`src/rtl/dehaze_recover.sv`:
```
// rtl/dehaze_recover.sv - scene radiance recovery J = (I - A)/t + A, 4-stage pipeline
module dehaze_recover #(
  parameter logic [7:0] T_MIN  = 8'd26,
  parameter logic       VS_POL = 1'b1
) (
  input  logic       pixelclk,
  input  logic       reset_n,
  input  logic [7:0] i_r,
  input  logic [7:0] i_g,
  input  logic [7:0] i_b,
  input  logic [7:0] i_trans,
  input  logic [7:0] i_atmos,
  input  logic       i_hsync,
  input  logic       i_vsync,
  input  logic       i_de,
  input  logic       i_bypass,
  output logic [7:0] o_r,
  output logic [7:0] o_g,
  output logic [7:0] o_b,
  output logic       o_hsync,
  output logic       o_vsync,
  output logic       o_de,
  output logic [7:0] o_atmos
);

  // Reciprocal table floor(65280/t) in Q8.8; each entry is an elaboration-time constant.
  logic [15:0] rom [256];
  for (genvar k = 0; k < 256; k++) begin : g_rom
    assign rom[k] = (k == 0) ? 16'd0 : 16'(65280 / ((k == 0) ? 1 : k));
  end

  // Frame-latched atmospheric light and vsync edge history
  logic       vs_q, vs_d;
  logic [7:0] a_q, a_d;

  // Pipeline state: colour index 0 = R, 1 = G, 2 = B
  logic [7:0]        c1_q [3], c1_d [3];
  logic [7:0]        c2_q [3], c2_d [3];
  logic [7:0]        c3_q [3], c3_d [3];
  logic [7:0]        rgb4_q [3], rgb4_d [3];
  logic [8:0]        d2_q [3], d2_d [3];
  logic signed [25:0] p3_q [3], p3_d [3];
  logic [7:0]        t1_q, t1_d;
  logic [15:0]       recip2_q, recip2_d;
  logic [7:0]        a1_q, a1_d, a2_q, a2_d, a3_q, a3_d;
  logic [3:0]        de_sr_q, de_sr_d, hs_sr_q, hs_sr_d, vs_sr_q, vs_sr_d;
  logic [2:0]        byp_sr_q, byp_sr_d;

  logic signed [25:0] op_d, op_r, s_val;

  // Next-state for the A latch and all four pipeline stages
  always_comb begin
    vs_d     = i_vsync;
    a_d      = ((i_vsync == VS_POL) && (vs_q != VS_POL)) ? i_atmos : a_q;
    t1_d     = (i_trans < T_MIN) ? T_MIN : i_trans;
    a1_d     = a_q;
    recip2_d = rom[t1_q];
    a2_d     = a1_q;
    a3_d     = a2_q;
    de_sr_d  = {de_sr_q[2:0], i_de};
    hs_sr_d  = {hs_sr_q[2:0], i_hsync};
    vs_sr_d  = {vs_sr_q[2:0], i_vsync};
    byp_sr_d = {byp_sr_q[1:0], i_bypass};
    c1_d     = '{i_r, i_g, i_b};
    c2_d     = c1_q;
    c3_d     = c2_q;
    d2_d     = '{default: '0};
    p3_d     = '{default: '0};
    rgb4_d   = '{default: '0};
    op_d     = '0;
    op_r     = '0;
    s_val    = '0;
    for (int i = 0; i < 3; i++) begin
      // Difference to A as a 9-bit two's complement value
      d2_d[i] = {1'b0, c1_q[i]} - {1'b0, a1_q};
      // Signed difference times unsigned Q8.8 reciprocal; the true product fits 26 bits
      op_d    = {{17{d2_q[i][8]}}, d2_q[i]};
      op_r    = {10'b0, recip2_q};
      p3_d[i] = op_d * op_r;
      // Drop the fraction rounding toward -inf, restore A, then clip to 8 bits
      s_val   = (p3_q[i] >>> 8) + $signed({18'b0, a3_q});
      if (!de_sr_q[2]) begin
        rgb4_d[i] = 8'd0;
      end else if (byp_sr_q[2]) begin
        rgb4_d[i] = c3_q[i];
      end else if (s_val < 0) begin
        rgb4_d[i] = 8'd0;
      end else if (s_val > 26'sd255) begin
        rgb4_d[i] = 8'd255;
      end else begin
        rgb4_d[i] = s_val[7:0];
      end
    end
  end

  // State registers with synchronous active-low clear
  always_ff @(posedge pixelclk) begin
    if (!reset_n) begin
      vs_q     <= 1'b0;
      a_q      <= '0;
      t1_q     <= '0;
      recip2_q <= '0;
      a1_q     <= '0;
      a2_q     <= '0;
      a3_q     <= '0;
      de_sr_q  <= '0;
      hs_sr_q  <= '0;
      vs_sr_q  <= '0;
      byp_sr_q <= '0;
      c1_q     <= '{default: '0};
      c2_q     <= '{default: '0};
      c3_q     <= '{default: '0};
      d2_q     <= '{default: '0};
      p3_q     <= '{default: '0};
      rgb4_q   <= '{default: '0};
    end else begin
      vs_q     <= vs_d;
      a_q      <= a_d;
      t1_q     <= t1_d;
      recip2_q <= recip2_d;
      a1_q     <= a1_d;
      a2_q     <= a2_d;
      a3_q     <= a3_d;
      de_sr_q  <= de_sr_d;
      hs_sr_q  <= hs_sr_d;
      vs_sr_q  <= vs_sr_d;
      byp_sr_q <= byp_sr_d;
      c1_q     <= c1_d;
      c2_q     <= c2_d;
      c3_q     <= c3_d;
      d2_q     <= d2_d;
      p3_q     <= p3_d;
      rgb4_q   <= rgb4_d;
    end
  end

  assign o_r     = rgb4_q[0];
  assign o_g     = rgb4_q[1];
  assign o_b     = rgb4_q[2];
  assign o_de    = de_sr_q[3];
  assign o_hsync = hs_sr_q[3];
  assign o_vsync = vs_sr_q[3];
  assign o_atmos = a_q;

endmodule

```
`config.mk`:
```
export PLATFORM = sky130hd
export DESIGN_NAME = dehaze_recover
export DESIGN_NICKNAME = d
export VERILOG_FILES = /design/src/rtl/dehaze_recover.sv
export SDC_FILE = /design/constraint.sdc
export NUM_CORES = 1
export LEC_CHECK = 0
export ABC_AREA = 0
export BUFFER_PORTS_ARGS = -buffer_cell sky130_fd_sc_hd__buf_2
export CAP_MARGIN = 20
export CORE_MARGIN = 2
export CORE_UTILIZATION = 34
export CTS_BUF_LIST = sky130_fd_sc_hd__clkbuf_2
export CTS_CLUSTER_SIZE = 24
export DETAILED_ROUTE_END_ITERATION = 8
export PLACE_DENSITY = 0.57
export SLEW_MARGIN = 20
export SYNTH_ARGS = -nofsm -noshare
export SYNTH_HDL_FRONTEND = slang
export SYNTH_SLANG_ARGS = --single-unit
```
`constraint.sdc`:
```
create_clock -name pixelclk -period 5 [get_ports pixelclk]
set_input_delay 0.25 -clock pixelclk [delete_from_list [all_inputs] [get_ports pixelclk]]
set_output_delay 0.25 -clock pixelclk [all_outputs]
set_load 0.005 [all_outputs]
```
==> out/metrics.cfg, run 1 <==
[global_routing]
grt_usage=0.1912
antenna_found_initial=1
grt_pass1_wl_um=116700
grt_max_degree=92
grt_overflow=0
grt_pass1_vias=20810

[cells_and_area]
syn_to_final_growth_pct=20.40
seq_area_um2=5036
nets=3725
multi_input_area_um2=19240
post_route_cells_drive_above_1_share=0.1938
n_fill_cell=7321

[setup_path]
required_ns=5.84
worstPathMaxFanout=6
reg2reg_depth=18
crit_path_end_kind=flop
start_kind=flop
path_class=reg -> reg
cp_data_arrival_time_ns=6.06

[place]
globalplace.congestion=0.9326
dp_hpwl_um=56300
io_buffers=80

[synthesis]
synth_top_area_share=0.2385
synth.cell_area_um2=25180
yosysWarnings=0
synth.avg_cell_area_um2=8.934
syn_inst=2818
ys_types=98
synth-edff-count=0
ys_seq_area_frac=0.1972
yosys_register_bits=248
syn_nets=3420
synth_top_area_cell=fa_1
async_flop_share=0
synthFlopType=dfxtp_1
yosys-top-cells-area=fa_1, dfxtp_1, ha_1, and2_1, inv_1

[routing]
vias=20840
drc=0
viasPerCell=5.046
drt_first_pass_iters=6
drt_iter0_markers=1687
wire_per_inst_um=17.77
drt-total-wl_um=73390
drtAntennaViolNets=0

[clock_tree]
clk_latency_ns=1.02
cts_tree=done
h-tree-depth=3
clk_pin_slew_worst_paths_ns=0.09
clock_path_buffers=3
cts.sinks=248
cts-root-buf=clkbuf_2
numCtsBuffers=67

[sta]
final_hold_viol_count=0
worst_slack_ns=-0.2275
tns_ns=-2.614
whs_ns=0.1001
drv_slew=0
tightest_slew_ns=1.154
setup_violations=24
rsz0062_at_grt=yes
finClkSkew_ns=0.1467
fmax_mhz=191.3
slew_headroom=0.2294
timing.final.crit_share=1.045
post-route-min-period_ns=5.227

[run_status]
status=complete, but fails checks
violations=negative setup slack

[power_and_ir_drop]
p_leak_nw=14.55
power.net_switching_mw=3.138
p_seq_frac=0.313
combPwrFrac=0.487
totalPowerFinal_mw=7.681
power.density_nw_per_um2=253.4
max-vdd-ir-drop_mv=0.1656
p_int_mw=4.543
power_switching_share=0.4085
clockPowerShare=0.200

[die]
initial_core_util=0.3445
die-area_um2=76240
coreArea_um2=73080
rows=99
fp.dieH_um=276.1
die_w_um=276.1
io_pins=81

[flow_run]
cap_violations=0

[hold_path]
hp-class=in -> reg
worstHoldPathCells=3

cell type report:
| class | instances | share of cell area |
|---|---|---|
| Clock inverter | 27 | 0.005779 |
| Clock buffer | 88 | 0.01453 |
| Sequential cell | 248 | 0.1661 |
| Inverter | 282 | 0.03496 |
| Antenna cell | 1 | 0.00008255 |
| Multi-Input combinational cell | 2136 | 0.6346 |
| Tap cell | 959 | 0.03958 |
| Timing Repair Buffer | 388 | 0.1043 |
layout by cell type (no fill, tap or decap), types with 16 or more instances in the layout:
cell type / count
nor2_1: 182
fa_1: 285
clkbuf_2: 88
nand3_1: 38
dfxtp_1: 215
nor3_1: 44
buf_6: 16
clkinv_1: 16
dfxtp_2: 21
a31oi_1: 16
and3_1: 16
nor2b_1: 69
ha_4: 19
a21o_1: 36
and2_1: 312
buf_2: 79
nand2b_1: 23
nand2_1: 254
o21a_1: 22
a211oi_1: 20
o21ai_0: 83
a221o_1: 17
ha_1: 236
buf_4: 210
dlygate4sd3_1: 64
a21oi_1: 105
xnor2_1: 42
buf_12: 17
xor2_1: 18
inv_1: 267
synthesized netlist by cell type, types with 47 or more instances:
cell / instances
dfxtp_1: 248
inv_1: 278
a21oi_1: 113
nand2_1: 264
ha_1: 256
nor3_1: 54
o21ai_0: 87
nor2_1: 187
fa_1: 300
clkbuf_1: 121
and2_1: 316
nor2b_1: 71
xnor2_1: 47
routing by layer:
| metal | routed length [um] | vias up | GRT usage | share of wire |
|---|---|---|---|---|
| met5 | 0 | - | 0 | 0 |
| met4 | 1671 | 0 | 0.04862 | 0.023 |
| met3 | 3771 | 121 | 0.02620 | 0.051 |
| met2 | 33150 | 585 | 0.3004 | 0.45 |
| met1 | 34790 | 10170 | 0.2757 | 0.47 |
| li1 | - | 9959 | - | - |
metrics by stage:
step	util	area, um2	setup slack (ns)	instances
finish	0.4148	30310	-0.2275	4129
CTS	0.4060	29670	-0.2005	4111
detailed placement	0.3830	27990	-0.3374	3912
global route	0.4148	30310	-0.3848	4129
floorplan	-	25390	-0.04302	2818
global placement	0.3830	27990	-0.2722	3912
power by group through the flow:
stage               clock network (mW)  logic (mW)  registers, mW
floorplan                            0        2.21           2.33
global placement                     0        3.34           2.45
global route                      1.71        4.16           2.43
finish                            1.54        3.74           2.40
CTS                               1.60        3.54           2.40
detailed placement                   0        3.34           2.45
final timing paths:
kind / start / slack (ns) / endpoint
setup / recovery: d2_q[26] / -0.23 / p3_q[75]
hold / removal: i_r[4] / 0.10 / c1_q[20]
setup reg to reg: d2_q[26] / -0.23 / p3_q[75]
hold reg to reg: a2_q[5] / 0.41 / a3_q[5]
cells by family after synthesis:
family,count (synthesis),share of synthesized area
compound gates,468,0.1275
xor+xnor,66,0.02296
fa+ha+maj,557,0.3662
buf+inv,434,0.06674
flops,248,0.1972
mux,20,0.01049
simple gates,1025,0.2089
critical path, cell delays in order, from the launching register on:
cell	delay (ns)
dfxtp_4	0.38
buf_4	0.14
buf_4	0.15
nor2b_2	0.16
fa_1	0.49
fa_1	0.58
fa_1	0.45
fa_1	0.57
ha_4	0.23
ha_4	0.28
nand2_4	0.06
nor4_4	0.22
o2111a_2	0.28
nor2_4	0.05
o31ai_4	0.30
a221o_1	0.26
o22ai_4	0.11
o21bai_1	0.17
mux2i_1	0.19
sequential cells by signal, indices dropped and copies added, names as in the netlist, 16 cells and up:
name / cells
c3_q: 24
c2_q: 24
p3_q: 54
c1_q: 24
recip2_q: 16
d2_q: 27
repair_timing:
action                                 in CTS  in global routing
setup endpoints to repair                  34                 42
pin swaps                                  53                 62
gates resized for setup                    69                114
buffers inserted                           20                 18
hold buffers                               64                  0
endpoints found under the hold margin      68                  0
(Power assumes the default switching activity.)
==> inputs of run 2 (changes only) <==
Settings changed: ABC_AREA 0 to 1.
==> out/metrics.cfg, run 2 <==
[run_status]
status=finished clean

[global_routing]
grt_pass1_wl_um=128500  ; +10%
grt_usage=0.2048  ; +0.01369
grt_pass1_vias=23860  ; +15%
grt_overflow=0  ; unchanged
antenna_found_initial=5  ; +4
grt_max_degree=104  ; +13%

[setup_path]
start_kind=flop
cp_top_family=adder cells
path_class=reg -> reg
cp_common_cell=fa_1
worstPathMaxFanout=12  ; +6
required_ns=5.95  ; +0.11 ns
crit_path_end_kind=flop
cp_data_arrival_time_ns=5.70  ; -0.36 ns
cp.buffers_inverters=3  ; +1
crit_chain=buf_12 -> nand2_1 -> fa_1 -> inv_1 -> fa_1 -> fa_1 -> fa_1 -> fa_2 -> ha_4 -> nand2_1 -> o21a_1 -> o21bai_1 -> a21oi_2 -> buf_4 -> o31ai_1 -> o21ai_0 -> a21oi_1
cp_slowest_cell=fa_1
critPathMaxStageDelay_ns=0.55  ; -0.03 ns
rrSetupSlack_ns=0.25  ; +0.48 ns

[routing]
vias=23870  ; +15%
drt_first_pass_iters=6  ; unchanged
drc=0  ; unchanged
viasPerCell=4.800  ; -4.9%
drtAntennaViolNets=0  ; unchanged
wire_per_inst_um=16.32  ; -8.2%
drt-total-wl_um=81160  ; +11%
drt_iter0_markers=1749  ; +3.7%

[cells_and_area]
largest-register=p3_q
multi_input_area_um2=18030  ; -6.3%
n_fill_cell=8121  ; +11%
seq_area_um2=4997  ; -0.77%
syn_to_final_growth_pct=15.82
nets=4490  ; +21%
post_route_cells_drive_above_1_share=0.1008  ; -0.09299
largest_register_ffs=54  ; unchanged
top_regs=p3_q: 54 flops, d2_q: 27 flops
fin_cells=4973  ; +20%
final_common_cell=nand2_1
layout_common_cells=nand2_1, inv_1, fa_1, ha_1, nor2_1

[synthesis]
synth-edff-count=0  ; unchanged
syn_inst=3647  ; +29%
synth.cell_area_um2=26440  ; +5.0%
ys_seq_area_frac=0.1878  ; -0.009389
async_flop_share=0  ; unchanged
synth_top_area_cell=fa_1
yosysMostFrequentCell=nand2_1
yosysWarnings=0  ; unchanged
syn_nets=4249  ; +24%
ys_types=61  ; -38%
synth.avg_cell_area_um2=7.249  ; -19%
yosys-top-cells-area=fa_1, dfxtp_1, nand2_1, ha_1, inv_1
yosys_register_bits=248  ; unchanged
synth_common_cells=nand2_1, inv_1, fa_1, ha_1, dfxtp_1
synth_top_area_share=0.2272  ; -0.01136
synthFlopType=dfxtp_1

[sta]
finClkSkew_ns=0.1184  ; -0.02828 ns
rsz0062_at_grt=yes
fmax_mhz=210.6  ; +10%
timing.final.crit_share=0.9496  ; -0.09588
post-route-min-period_ns=4.748  ; -0.4794 ns
drv_slew=0  ; unchanged
tns_ns=0  ; +2.614 ns
tightest_slew_ns=0.9140  ; -0.2403 ns
setup_violations=0  ; -100%
slew_headroom=0.3906  ; +0.1613
final_hold_viol_count=0  ; unchanged

[die]
rows=102  ; +3.0%
initial_core_util=0.3424  ; -0.002120
io_pins=81  ; unchanged
fp.dieH_um=282.8  ; +2.4%
coreArea_um2=77210  ; +5.6%
die_w_um=282.8  ; +2.4%
die-area_um2=80000  ; +4.9%

[clock_tree]
clk_latency_ns=1.05  ; +0.03 ns
cts.sinks=248  ; unchanged
cts_tree=done
clk_pin_slew_worst_paths_ns=0.11  ; +0.02 ns
cts-root-buf=clkbuf_2
numCtsBuffers=68  ; +1.5%
clock_path_buffers=3  ; unchanged
h-tree-depth=3  ; unchanged

[place]
io_buffers=80  ; unchanged
place_inst=4743  ; +21%
globalplace.congestion=0.9710  ; +4.1%
dp_hpwl_um=62270  ; +11%

[power_and_ir_drop]
totalPowerFinal_mw=7.705  ; +0.30%
power.density_nw_per_um2=251.6  ; -0.69%
max-vdd-ir-drop_mv=0.1405  ; -15%
p_leak_nw=17.70  ; +22%

[hold_path]
hp-class=in -> reg

[flow_run]
cap_violations=0  ; unchanged

## run 2: cell count changes in the layout (fill, tap and decap cells not counted), moves of 69 or more
cell	delta
nand2_1	+683
and2_1	-311
o21ai_0	+81
inv_1	+516
a21oi_1	+106
nor2b_1	-69
buf_4	-90
## run 2: metal layers
| metal | vias to the layer above | GRT usage | share of wire |
|---|---|---|---|
| met1 | 11250 | 0.2731 | 0.45 |
| met5 | - | 0 | 0 |
| met3 | 184 | 0.03409 | 0.060 |
| met2 | 735 | 0.3343 | 0.45 |
| met4 | 0 | 0.07326 | 0.036 |
| li1 | 11700 | - | - |
## run 2: report_power, final
group          internal (mW)  switching [mW]  total, mW
combinational           1.49            2.25       3.74
sequential              2.19           0.196       2.39
clock                  0.641           0.939       1.58
total                   4.32            3.39       7.70
## run 2: worst paths after layout
check / start / depth (start not counted) / to
worst max-delay path: recip2_q[8] / 17 / p3_q[44]
worst max register to register: recip2_q[8] / 17 / p3_q[44]
worst min register to register: a2_q[2] / 2 / a3_q[2]
worst min-delay path: i_trans[6] / 7 / t1_q[3]
## run 2: logic make-up after synthesis
family,share of synthesized area
AO/OA/AOI/OAI,0.1154
buffers and inverters,0.1333
adder cells (fa/ha/maj),0.3484
AND/OR/NAND/NOR,0.2055
XOR/XNOR,0.009608
flip-flops,0.1878
## run 2: cell type report
| class | count | area share |
|---|---|---|
| well taps | 1040 | 0.04250 |
| clock inverters | 27 | 0.006988 |
| flip-flops and latches | 248 | 0.1632 |
| inverters | 785 | 0.09624 |
| repair buffers | 320 | 0.08803 |
| diodes | 3 | 0.0002452 |
| multi-input cells | 2465 | 0.5889 |
| clock buffers | 85 | 0.01389 |
## run 2: worst reg2reg max path: cells and delay by family, from the launching register on
family	cells	cell delay, ns
AND/OR/NAND/NOR	2	0.14
adder cells (fa/ha/maj)	6	2.86
AO/OA/AOI/OAI	6	0.96
buffers and inverters	3	0.34
flip-flops	1	0.37
## run 2: metrics by stage
stage | hold slack [ns] | cell area (um2) | setup WS, ns | util
final | 0.1422 | 30620 | 0.2519 | 0.3965
after global routing | 0.07900 | 30620 | -0.02269 | 0.3965
after CTS | 0.02432 | 30310 | 0.07310 | 0.3926
after detailed placement | 0.3966 | 28650 | 0.1195 | 0.3711
after global placement | 0.3920 | 28650 | 0.1491 | 0.3711
after floorplan | 0.3476 | 26440 | 0.1111 | -
## run 2: timing repair
action / 4_1_cts / 5_1_grt
endpoints found under the hold margin: 138 / 0
setup endpoints to repair: 0 / 23
resized for setup: 0 / 37
hold buffers: 102 / 0
buffers inserted: 0 / 8
